File: src/rtl/lram_sched_pkg.sv
// ---------------------------------------------------------------------------
// lram_sched_pkg
// Shared types and helpers for the LRAM write scheduler.
//   - Default sizing of the matrix-vector array (6 lanes, 32 rows per bank).
//   - Lane-count and row typedefs at the default sizing, plus the bank index.
//   - clamp_lanes(): maps an out-of-range lane request onto the maximum.
// Instances with non-default M/DEPTH derive their own widths locally from
// the same clog2 rules.
// ---------------------------------------------------------------------------
package lram_sched_pkg;

    localparam int unsigned LRAM_M_DEF     = 6;
    localparam int unsigned LRAM_DEPTH_DEF = 32;

    localparam int unsigned LANE_W_DEF = $clog2(LRAM_M_DEF + 1);
    localparam int unsigned ROW_W_DEF  = $clog2(LRAM_DEPTH_DEF);

    typedef logic [LANE_W_DEF-1:0] lane_cnt_t;
    typedef logic [ROW_W_DEF-1:0]  row_t;
    typedef logic                  bank_idx_t;

    // A request of zero lanes, or more lanes than exist, means "all lanes".
    function automatic int unsigned clamp_lanes(input int unsigned req,
                                                input int unsigned max_lanes);
        return ((req == 0) || (req > max_lanes)) ? max_lanes : req;
    endfunction

endpackage

File: src/rtl/lram_bank_tracker.sv
// ---------------------------------------------------------------------------
// lram_bank_tracker
// Keeps the per-bank full flags and hands banks back in closing order.
// Ports:
//   i_clk, i_reset_n  clock, synchronous active-low reset
//   i_close           a bank is being closed this cycle
//   i_close_bank      index of the bank being closed
//   i_release         consumer is done with the oldest full bank
//   i_fill_bank       fill bank as it will be after this cycle
//   i_ovf_event       a write was due into a full bank
//   o_full            registered full flags (bit 1 unused when PINGPONG=0)
//   o_stall           registered full flag of the fill bank
//   o_overflow        sticky overflow flag
// ---------------------------------------------------------------------------
module lram_bank_tracker
    import lram_sched_pkg::*;
#(
    parameter int PINGPONG = 1
) (
    input  logic       i_clk,
    input  logic       i_reset_n,
    input  logic       i_close,
    input  bank_idx_t  i_close_bank,
    input  logic       i_release,
    input  bank_idx_t  i_fill_bank,
    input  logic       i_ovf_event,
    output logic [1:0] o_full,
    output logic       o_stall,
    output logic       o_overflow
);

    logic [1:0] full_q, full_d;
    bank_idx_t  rel_ptr_q, rel_ptr_d;
    logic       stall_q, stall_d;
    logic       overflow_q, overflow_d;

    always_comb begin
        full_d     = full_q;
        rel_ptr_d  = rel_ptr_q;
        // Release acts on the flags as they stood before this cycle's close,
        // so a release with nothing full is dropped even if a close lands now.
        if (i_release && (full_q != 2'b00)) begin
            full_d[rel_ptr_q] = 1'b0;
            if (PINGPONG != 0) begin
                rel_ptr_d = ~rel_ptr_q;
            end
        end
        if (i_close) begin
            full_d[i_close_bank] = 1'b1;
        end
        // Looking at next-state values keeps o_stall exactly one cycle behind
        // the close/release that caused it.
        stall_d    = full_d[i_fill_bank];
        overflow_d = overflow_q | i_ovf_event;
    end

    always_ff @(posedge i_clk) begin
        if (!i_reset_n) begin
            full_q     <= 2'b00;
            rel_ptr_q  <= 1'b0;
            stall_q    <= 1'b0;
            overflow_q <= 1'b0;
        end else begin
            full_q     <= full_d;
            rel_ptr_q  <= rel_ptr_d;
            stall_q    <= stall_d;
            overflow_q <= overflow_d;
        end
    end

    assign o_full     = full_q;
    assign o_stall    = stall_q;
    assign o_overflow = overflow_q;

endmodule

File: src/rtl/lram_wr_sched.sv
// ---------------------------------------------------------------------------
// lram_wr_sched
// Write scheduler for up to M LRAM lanes fed by the systolic data chain.
// Every N unpaused active cycles one row is written to all active lanes at
// {bank, row}; full banks are handed to the reader via bank_done/release.
// Ports:
//   i_clk, i_reset_n  clock, synchronous active-low reset
//   i_num_lanes       requested lane count N (latched while i_active is low)
//   i_active          stream in progress
//   i_pause           chain stall; schedule freezes
//   i_release         consumer frees the oldest full bank
//   o_wren            per-lane write enables (lanes >= N stay 0)
//   o_wraddr          shared write address {bank, row}, zero-extended
//   o_stall           current fill bank is full
//   o_bank_done       one-cycle pulse when a bank is closed
//   o_done_bank       index of the closed bank
//   o_done_rows       rows written into the closed bank
//   o_overflow        sticky: a write fell due while the fill bank was full
// ---------------------------------------------------------------------------
module lram_wr_sched
    import lram_sched_pkg::*;
#(
    parameter int M        = 6,
    parameter int DEPTH    = 32,
    parameter int PINGPONG = 1,
    parameter int A        = 6
) (
    input  logic                       i_clk,
    input  logic                       i_reset_n,
    input  logic [$clog2(M+1)-1:0]     i_num_lanes,
    input  logic                       i_active,
    input  logic                       i_pause,
    input  logic                       i_release,
    output logic [M-1:0]               o_wren,
    output logic [A-1:0]               o_wraddr,
    output logic                       o_stall,
    output logic                       o_bank_done,
    output logic                       o_done_bank,
    output logic [$clog2(DEPTH+1)-1:0] o_done_rows,
    output logic                       o_overflow
);

    localparam int LW = $clog2(M + 1);
    localparam int CW = $clog2(M);
    localparam int RW = $clog2(DEPTH);
    localparam int DW = $clog2(DEPTH + 1);

    logic [LW-1:0] n_q, n_d;
    logic [CW-1:0] cnt_q, cnt_d;
    logic [RW-1:0] row_q, row_d;
    bank_idx_t     bank_q, bank_d;
    logic [M-1:0]  wren_q, wren_d;
    logic [A-1:0]  wraddr_q, wraddr_d;
    logic          done_q, done_d;
    bank_idx_t     done_bank_q, done_bank_d;
    logic [DW-1:0] done_rows_q, done_rows_d;

    logic [M-1:0]  lane_mask;
    logic [1:0]    full;
    logic          close;
    logic          ovf_event;
    int unsigned   n_req;

    // The bank bit only exists in the address when banking is enabled.
    function automatic logic [A-1:0] make_addr(input bank_idx_t b,
                                               input logic [RW-1:0] r);
        logic [RW:0] banked;
        banked = {b, r};
        if (PINGPONG != 0) begin
            return A'(banked);
        end
        return A'(r);
    endfunction

    always_comb begin
        for (int i = 0; i < M; i++) begin
            lane_mask[i] = (i < int'(n_q));
        end
    end

    always_comb begin
        n_d         = n_q;
        cnt_d       = cnt_q;
        row_d       = row_q;
        bank_d      = bank_q;
        wren_d      = '0;
        wraddr_d    = wraddr_q;
        done_d      = 1'b0;
        done_bank_d = done_bank_q;
        done_rows_d = done_rows_q;
        close       = 1'b0;
        ovf_event   = 1'b0;
        n_req       = clamp_lanes(32'(i_num_lanes), M);

        if (!i_active) begin
            // Idle: track the lane request and preload the counter so the
            // first active cycle already counts down from N-1.
            n_d   = LW'(n_req);
            cnt_d = CW'(n_req - 1);
            if (row_q != '0) begin
                close       = 1'b1;
                done_rows_d = DW'(row_q);
                row_d       = '0;
            end
        end else if (!i_pause) begin
            if (cnt_q == '0) begin
                cnt_d = CW'(n_q - LW'(1));
                if (full[bank_q]) begin
                    ovf_event = 1'b1;
                end else begin
                    wren_d   = lane_mask;
                    wraddr_d = make_addr(bank_q, row_q);
                    if (row_q == RW'(DEPTH - 1)) begin
                        close       = 1'b1;
                        done_rows_d = DW'(DEPTH);
                        row_d       = '0;
                    end else begin
                        row_d = row_q + RW'(1);
                    end
                end
            end else begin
                cnt_d = cnt_q - CW'(1);
            end
        end

        if (close) begin
            done_d      = 1'b1;
            done_bank_d = bank_q;
            if (PINGPONG != 0) begin
                bank_d = ~bank_q;
            end
        end
    end

    always_ff @(posedge i_clk) begin
        if (!i_reset_n) begin
            n_q         <= LW'(M);
            cnt_q       <= CW'(M - 1);
            row_q       <= '0;
            bank_q      <= 1'b0;
            wren_q      <= '0;
            wraddr_q    <= '0;
            done_q      <= 1'b0;
            done_bank_q <= 1'b0;
            done_rows_q <= '0;
        end else begin
            n_q         <= n_d;
            cnt_q       <= cnt_d;
            row_q       <= row_d;
            bank_q      <= bank_d;
            wren_q      <= wren_d;
            wraddr_q    <= wraddr_d;
            done_q      <= done_d;
            done_bank_q <= done_bank_d;
            done_rows_q <= done_rows_d;
        end
    end

    lram_bank_tracker #(
        .PINGPONG (PINGPONG)
    ) u_tracker (
        .i_clk        (i_clk),
        .i_reset_n    (i_reset_n),
        .i_close      (close),
        .i_close_bank (bank_q),
        .i_release    (i_release),
        .i_fill_bank  (bank_d),
        .i_ovf_event  (ovf_event),
        .o_full       (full),
        .o_stall      (o_stall),
        .o_overflow   (o_overflow)
    );

    assign o_wren      = wren_q;
    assign o_wraddr    = wraddr_q;
    assign o_bank_done = done_q;
    assign o_done_bank = done_bank_q;
    assign o_done_rows = done_rows_q;

endmodule
File: config.mk
export PLATFORM = sky130hd
export DESIGN_NAME = lram_wr_sched
export DESIGN_NICKNAME = d
export VERILOG_FILES = /design/src/rtl/lram_sched_pkg.sv /design/src/rtl/lram_bank_tracker.sv /design/src/rtl/lram_wr_sched.sv
export SDC_FILE = /design/constraint.sdc
export NUM_CORES = 1
export LEC_CHECK = 0
export CAP_MARGIN = 20
export CORE_ASPECT_RATIO = 0.6
export CORE_UTILIZATION = 55
export DETAILED_ROUTE_END_ITERATION = 7
export GPL_ROUTABILITY_DRIVEN = 1
export PLACE_DENSITY = 0.83
export SLEW_MARGIN = 20
export SYNTH_ARGS = -nofsm -noshare
export SYNTH_HDL_FRONTEND = slang
export SYNTH_HIERARCHICAL = 1
export SYNTH_SLANG_ARGS = --single-unit
export TNS_END_PERCENT = 100
File: constraint.sdc
create_clock -name i_clk -period 5.94 [get_ports i_clk]
set_input_delay 1.188 -clock i_clk [delete_from_list [all_inputs] [get_ports i_clk]]
set_output_delay 1.188 -clock i_clk [all_outputs]
set_load 0.02 [all_outputs]
==> results of run 1 <==
-- through the flow --
step,utilization,setup slack (ps)
2_1_floorplan,-,3560
3_3_place_gp,0.735,2530
3_5_place_dp,0.735,2380
4_1_cts,0.766,2610
5_1_grt,0.764,2440
6_report,0.764,2590
-- worst max-delay path by stage --
| stage | start | endpoint | depth (start not counted) |
|---|---|---|---|
| after detailed placement | i_active | o_wren[5] | 5 |
| after global placement | i_active | o_wren[4] | 5 |
| final | i_active | o_wren[5] | 5 |
| after global routing | i_active | o_wren[5] | 5 |
| after floorplan | i_pause | u_tracker/o_stall | 5 |
| after CTS | i_active | o_wren[5] | 5 |
-- flip-flops by register name (all words and copies together), names as in the netlist --
signal / cells
o_done_bank: 1
o_bank_done: 1
n_q: 3
bank_q: 1
o_done_rows: 6
o_wren: 6
u_tracker/o_stall: 1
u_tracker/rel_ptr_q: 1
o_wraddr: 6
row_q: 5
u_tracker/o_full: 2
cnt_q: 3
u_tracker/o_overflow: 1
-- power groups by stage --
| stage | logic, W | registers, W | clock network (W) |
|---|---|---|---|
| 6_report | 0.0000350 | 0.000255 | 0.000166 |
| 2_1_floorplan | 0.0000230 | 0.000260 | 0 |
| 4_1_cts | 0.0000356 | 0.000255 | 0.000169 |
| 3_5_place_dp | 0.0000353 | 0.000260 | 0 |
| 3_3_place_gp | 0.0000335 | 0.000260 | 0 |
| 5_1_grt | 0.0000388 | 0.000255 | 0.000182 |
-- critical path: cells and delay by family --
family | cells | cell delay, ps
buffers and inverters | 1 | 850
AND/OR/NAND/NOR | 4 | 1510
-- cells in the mapped netlist, types with 2 or more instances --
library cell   n  share of area
a21boi_0       6          0.027
a21oi_1        8          0.024
and2_1         4          0.015
clkbuf_1       5          0.011
dfxtp_1       37           0.45
ha_1           8          0.061
inv_1         10          0.023
mux2i_1        6          0.036
nand2_1       33          0.075
nand2b_1       4          0.015
nand3_1        2         0.0061
nand3b_1       4          0.018
nor2_1        13          0.030
nor2b_1        3          0.011
nor3_1         3         0.0091
o211ai_1       2         0.0091
o21a_1         2         0.0091
o21ai_0        7          0.021
o21ai_1        2         0.0061
o22ai_1        5          0.019
xnor2_1        4          0.021
-- placed cells by master, fill, tap and decap left out, types with 4 or more instances in the layout --
cell / instances
a21boi_0: 6
a21oi_1: 8
and2_1: 4
clkbuf_8: 5
clkdlybuf4s50_1: 28
dfxtp_1: 37
ha_1: 8
inv_1: 10
mux2i_1: 6
nand2_1: 33
nand2b_1: 4
nand3b_1: 4
nor2_1: 13
o21ai_0: 7
o22ai_1: 5
xnor2_1: 4
-- final cells by class --
type	instances	area, µm²	share of cell area
clock buffers	6	72.6	0.0354
clock inverters	2	10.0	0.00489
inverters	10	37.5	0.0183
multi-input cells	132	852	0.416
flip-flops and latches	37	741	0.362
well taps	40	50.0	0.0244
repair buffers	29	285	0.139
-- logic make-up (layout without fill, tap and decap cells) --
group,Yosys count,count (layout)
and+or+nand+nor,73,73
AOI/OAI and AO/OA,39,39
DFF,37,37
buffers and inverters,16,47
adders and majority gates,8,8
muxes,7,7
xor gates and xnor gates,5,5
-- layer usage --
metal,wire length [µm],up-vias,GRT usage,part of all wire
met4,78,0,0.110,0.022
met3,221,13,0.0729,0.061
met1,1760,643,0.342,0.49
met5,0,-,0,0
met2,1550,50,0.383,0.43
li1,-,689,-,-
==> impl_metrics.toml, run 1 <==
[power]
power.internal_w = 0.000349
powerDensity_nw_per_um2 = 223
p_seq_frac = 0.558
comb_power_share = 0.077
switching_share = 0.235
p_sw_w = 0.000107
vdd_ir_drop_max_mv = 0.140
p_clk_frac = 0.365
power_w = 0.000456
p_leak_nw = 0.781

[clock_network]
cts_tree = "done"
numCtsBuffers = 5
post_cts_resized = 0
clock_sinks = 37
clockBufferDepth = 2
cts-root-buf = "clkbuf_8"
cts-hold-fix-buffers = 0
post-cts-setup-buffers = 0
path_clk_slew_ps = 70
clk_latency_ps = 290
htree_levels = 2

[worst_setup_path]
worstPathCellList = "clkdlybuf4s50_1 -> nand4bb_2 -> nor2_1 -> nand2_1 -> nor3_1"
critPathMaxStageDelay_ps = 850
crit_path_start_kind = "primary input"
critical_path_class = "primary input to flip-flop"
ff2ff_path_depth = 8
crit_required_ps = 6140
endpoint_kind = "flip-flop"
arrival_ps = 3550
reg2reg_to = "u_tracker/o_stall"
regToRegStartpoint = "row_q[0]"
reg2reg_setup_slack_ps = 3600
critPathSlowestCell = "clkdlybuf4s50_1"
cp_max_fo = 16

[yosys]
synth_edf_count = 0
ys_warn_count = 6
synthSimpleGateAreaFrac = 0.220
syn_nets = 201
yosysSeqAreaShare = 0.448
netlist_area_um2 = 1650
synth_xor_xnor_area_share = 0.0310
ys.flop_type = "dfxtp_1"
synth_mux_area_frac = 0.0431
syn_avg_cell_area_um2 = 8.94
post_synth_num_cell_types = 38
ys_ff_latch = 37
syn_inst = 185
synth_fa_ha_area_frac = 0.0605
synth-compound-area-share = 0.160
ys_async_sr_fraction = 0
synth_top_family_by_area = "simple AND/OR/NAND/NOR gates"

[min_path]
min_to = "o_done_rows[5]"
hp-start = "o_done_rows[5]"
min_path_type = "flip-flop to flip-flop"
min_delay_path_depth = 2

[grt]
grt_use_total = 0.254
grt_max_degree = 36
overflow = 0
grt_pass1_wl_mm = 6.11
antenna_found_initial = 0
grt_pass1_vias = 1310

[final_layout]
area_growth_pct = 23.8
fin_area_um2 = 2050
final_cells = 256
drive_gt1_frac = 0.0694
nFillCells = 208
final_nets = 231
diodes = 0

[outcome]
run_status = "finished, final reports clean"

[sta]
maxSlewViolCount = 0
rsz0062_at_grt = "no"
tns_ps = 0
worst_pin_slew_ps = 820
fmax_mhz = 299
maxSlewHeadroom = 0.451
setup_viol = 0
min_period_over_period = 0.563
hold_ws_ps = 449
clock_skew_ps = 5.03
period_minus_slack_ps = 3350
hold_violations = 0

[flow_run]
max_cap_violations = 0

[routing]
drt_iter0_drc = 116
dr.pass1.iters = 4
vias = 1395
drc = 0
wl_mm = 3.61
avgViaCountPerCell = 5.45
routedWlPerCell_um = 14.1
ant_nets = 0

[die]
dieWidth_um = 72.8
fp.dieH_um = 44.5
ioPinCount = 30
die_area_um2 = 3240
fp-row-count = 14
start_util = 0.617
core_region_area_um2 = 2680

[placed_design]
place_area_um2 = 1970
place_inst = 248
port_buffers = 29
hpwl_mm = 2.58
gp_congestion = 0.827
No activity file was read; power rests on OpenSTA's default activity.
==> run 2: changes to the inputs <==
Settings changed: CORE_UTILIZATION 55 to 46, PLACE_DENSITY 0.83 to 0.74.
Clock period 5.94 ns to 2.9 ns, I/O delays scaled along.
==> impl_metrics.toml, run 2 (synthesized netlist as in run 1, its figures left out) <==
[sta]
fmax_mhz = 441
period_minus_slack_ps = 2270
clock_skew_ps = 2.40
maxSlewViolCount = 0
maxSlewHeadroom = 0.561
rsz0062_at_grt = "no"
min_period_over_period = 0.782
tns_ps = 0
worst_pin_slew_ps = 657
setup_viol = 0
hold_violations = 0
hold_ws_ps = 451

[grt]
antenna_found_initial = 0
grt_pass1_vias = 1338
grt_max_degree = 22
grt_use_total = 0.212
grt_pass1_wl_mm = 6.09
overflow = 0

[clock_network]
post-cts-setup-buffers = 0
path_clk_slew_ps = 70
cts-root-buf = "clkbuf_8"
htree_levels = 2
cts-hold-fix-buffers = 0
clock_sinks = 37
clk_latency_ps = 290
post_cts_resized = 0
cts_tree = "done"
numCtsBuffers = 5
clockBufferDepth = 2

[placed_design]
gp_congestion = 0.822
place_inst = 258
hpwl_mm = 2.71
port_buffers = 29
place_area_um2 = 2010

[worst_setup_path]
worstPathCellList = "ha_1 -> and3_1 -> ha_1 -> inv_1 -> o32ai_4 -> xor2_2 -> nand2b_1 -> o22ai_1"
crit_path_start_kind = "flip-flop"
cp_top_family = "compound AO/OA/AOI/OAI gates"
arrival_ps = 2480
critical_path_class = "flip-flop to flip-flop"
cp_max_fo = 11
critPathMaxStageDelay_ps = 520
endpoint_kind = "flip-flop"
critPathSlowestCell = "o32ai_4"
crit_required_ps = 3120
critPathBufInv = 1
cp_common_cell = "ha_1"

[final_layout]
layout_commonest_cell = "dfxtp_1"
drive_gt1_frac = 0.0905
fin_area_um2 = 2130
layout_common_cells = "dfxtp_1 (37), nand2_1 (33), clkdlybuf4s50_1 (29), nor2_1 (13), inv_1 (10)"
area_growth_pct = 29.0
final_nets = 236
diodes = 0
final_cells = 266

[die]
fp.dieH_um = 48.5
fp-row-count = 16
ioPinCount = 30
start_util = 0.495
core_region_area_um2 = 3340
die_area_um2 = 3850
dieWidth_um = 79.4

[outcome]
run_status = "finished, final reports clean"

[routing]
drt_iter0_drc = 51
vias = 1383
ant_nets = 0
drc = 0
wl_mm = 3.63
routedWlPerCell_um = 13.7
dr.pass1.iters = 4
avgViaCountPerCell = 5.20

[min_path]
min_path_type = "flip-flop to flip-flop"

[power]
power_w = 0.00106
vdd_ir_drop_max_mv = 0.244
p_leak_nw = 0.818
powerDensity_nw_per_um2 = 495

[flow_run]
max_cap_violations = 0
run 2: changes by cell type in the layout (fill, tap and decap cells not counted):
cell             change
clkbuf_1             -1
clkinvlp_4           +1
clkinv_2             -2
buf_4                +5
bufinv_16            +1
clkbuf_8             +1
buf_2                -1
clkdlybuf4s50_1      +1
run 2: where the power goes:
part	internal [W]	switching [W]
Combinational	0.0000368	0.0000418
Sequential	0.000515	0.00000629
Clock	0.000279	0.000177
Total	0.000831	0.000225
run 2: worst reg2reg max path: stages, from the launching register on:
cell and delay [ps]:
dfxtp_1 470, ha_1 230, and3_1 170, ha_1 230, inv_1 120, o32ai_4 520
xor2_2 150, nand2b_1 170, o22ai_1 130
run 2: through the flow:
stage	setup slack (ps)	util
floorplan	956	-
global placement	485	0.603
detailed placement	382	0.603
CTS	619	0.638
global route	429	0.638
finish	634	0.638
run 2: path summary, 6_finish.rpt:
| check | startpoint | to | slack (ps) | cells after the start |
|---|---|---|---|---|
| setup / recovery | row_q[0] | u_tracker/o_stall | 630 | 8 |
| hold reg to reg | u_tracker/o_overflow | u_tracker/o_overflow | 450 | 1 |
| setup reg to reg | row_q[0] | u_tracker/o_stall | 630 | 8 |
| hold / removal | u_tracker/o_overflow | u_tracker/o_overflow | 450 | 1 |
run 2: routing by layer:
metal	vias to the layer above	wire length, µm	share of wire	track usage
met1	639	1700	0.47	0.269
met2	41	1670	0.46	0.332
li1	693	-	-	-
met4	0	80	0.022	0.100
met3	10	175	0.048	0.0604
met5	-	0	0	0
run 2: layout make-up:
class                      count  area [µm²]
tap                           45        56.3
clock inverter                 2        37.5
timing repair buffer          34         328
clock buffer                   6        82.6
inverter                      10        37.5
sequential                    37         741
multi-input combinational    132         852
fill                         279        1210
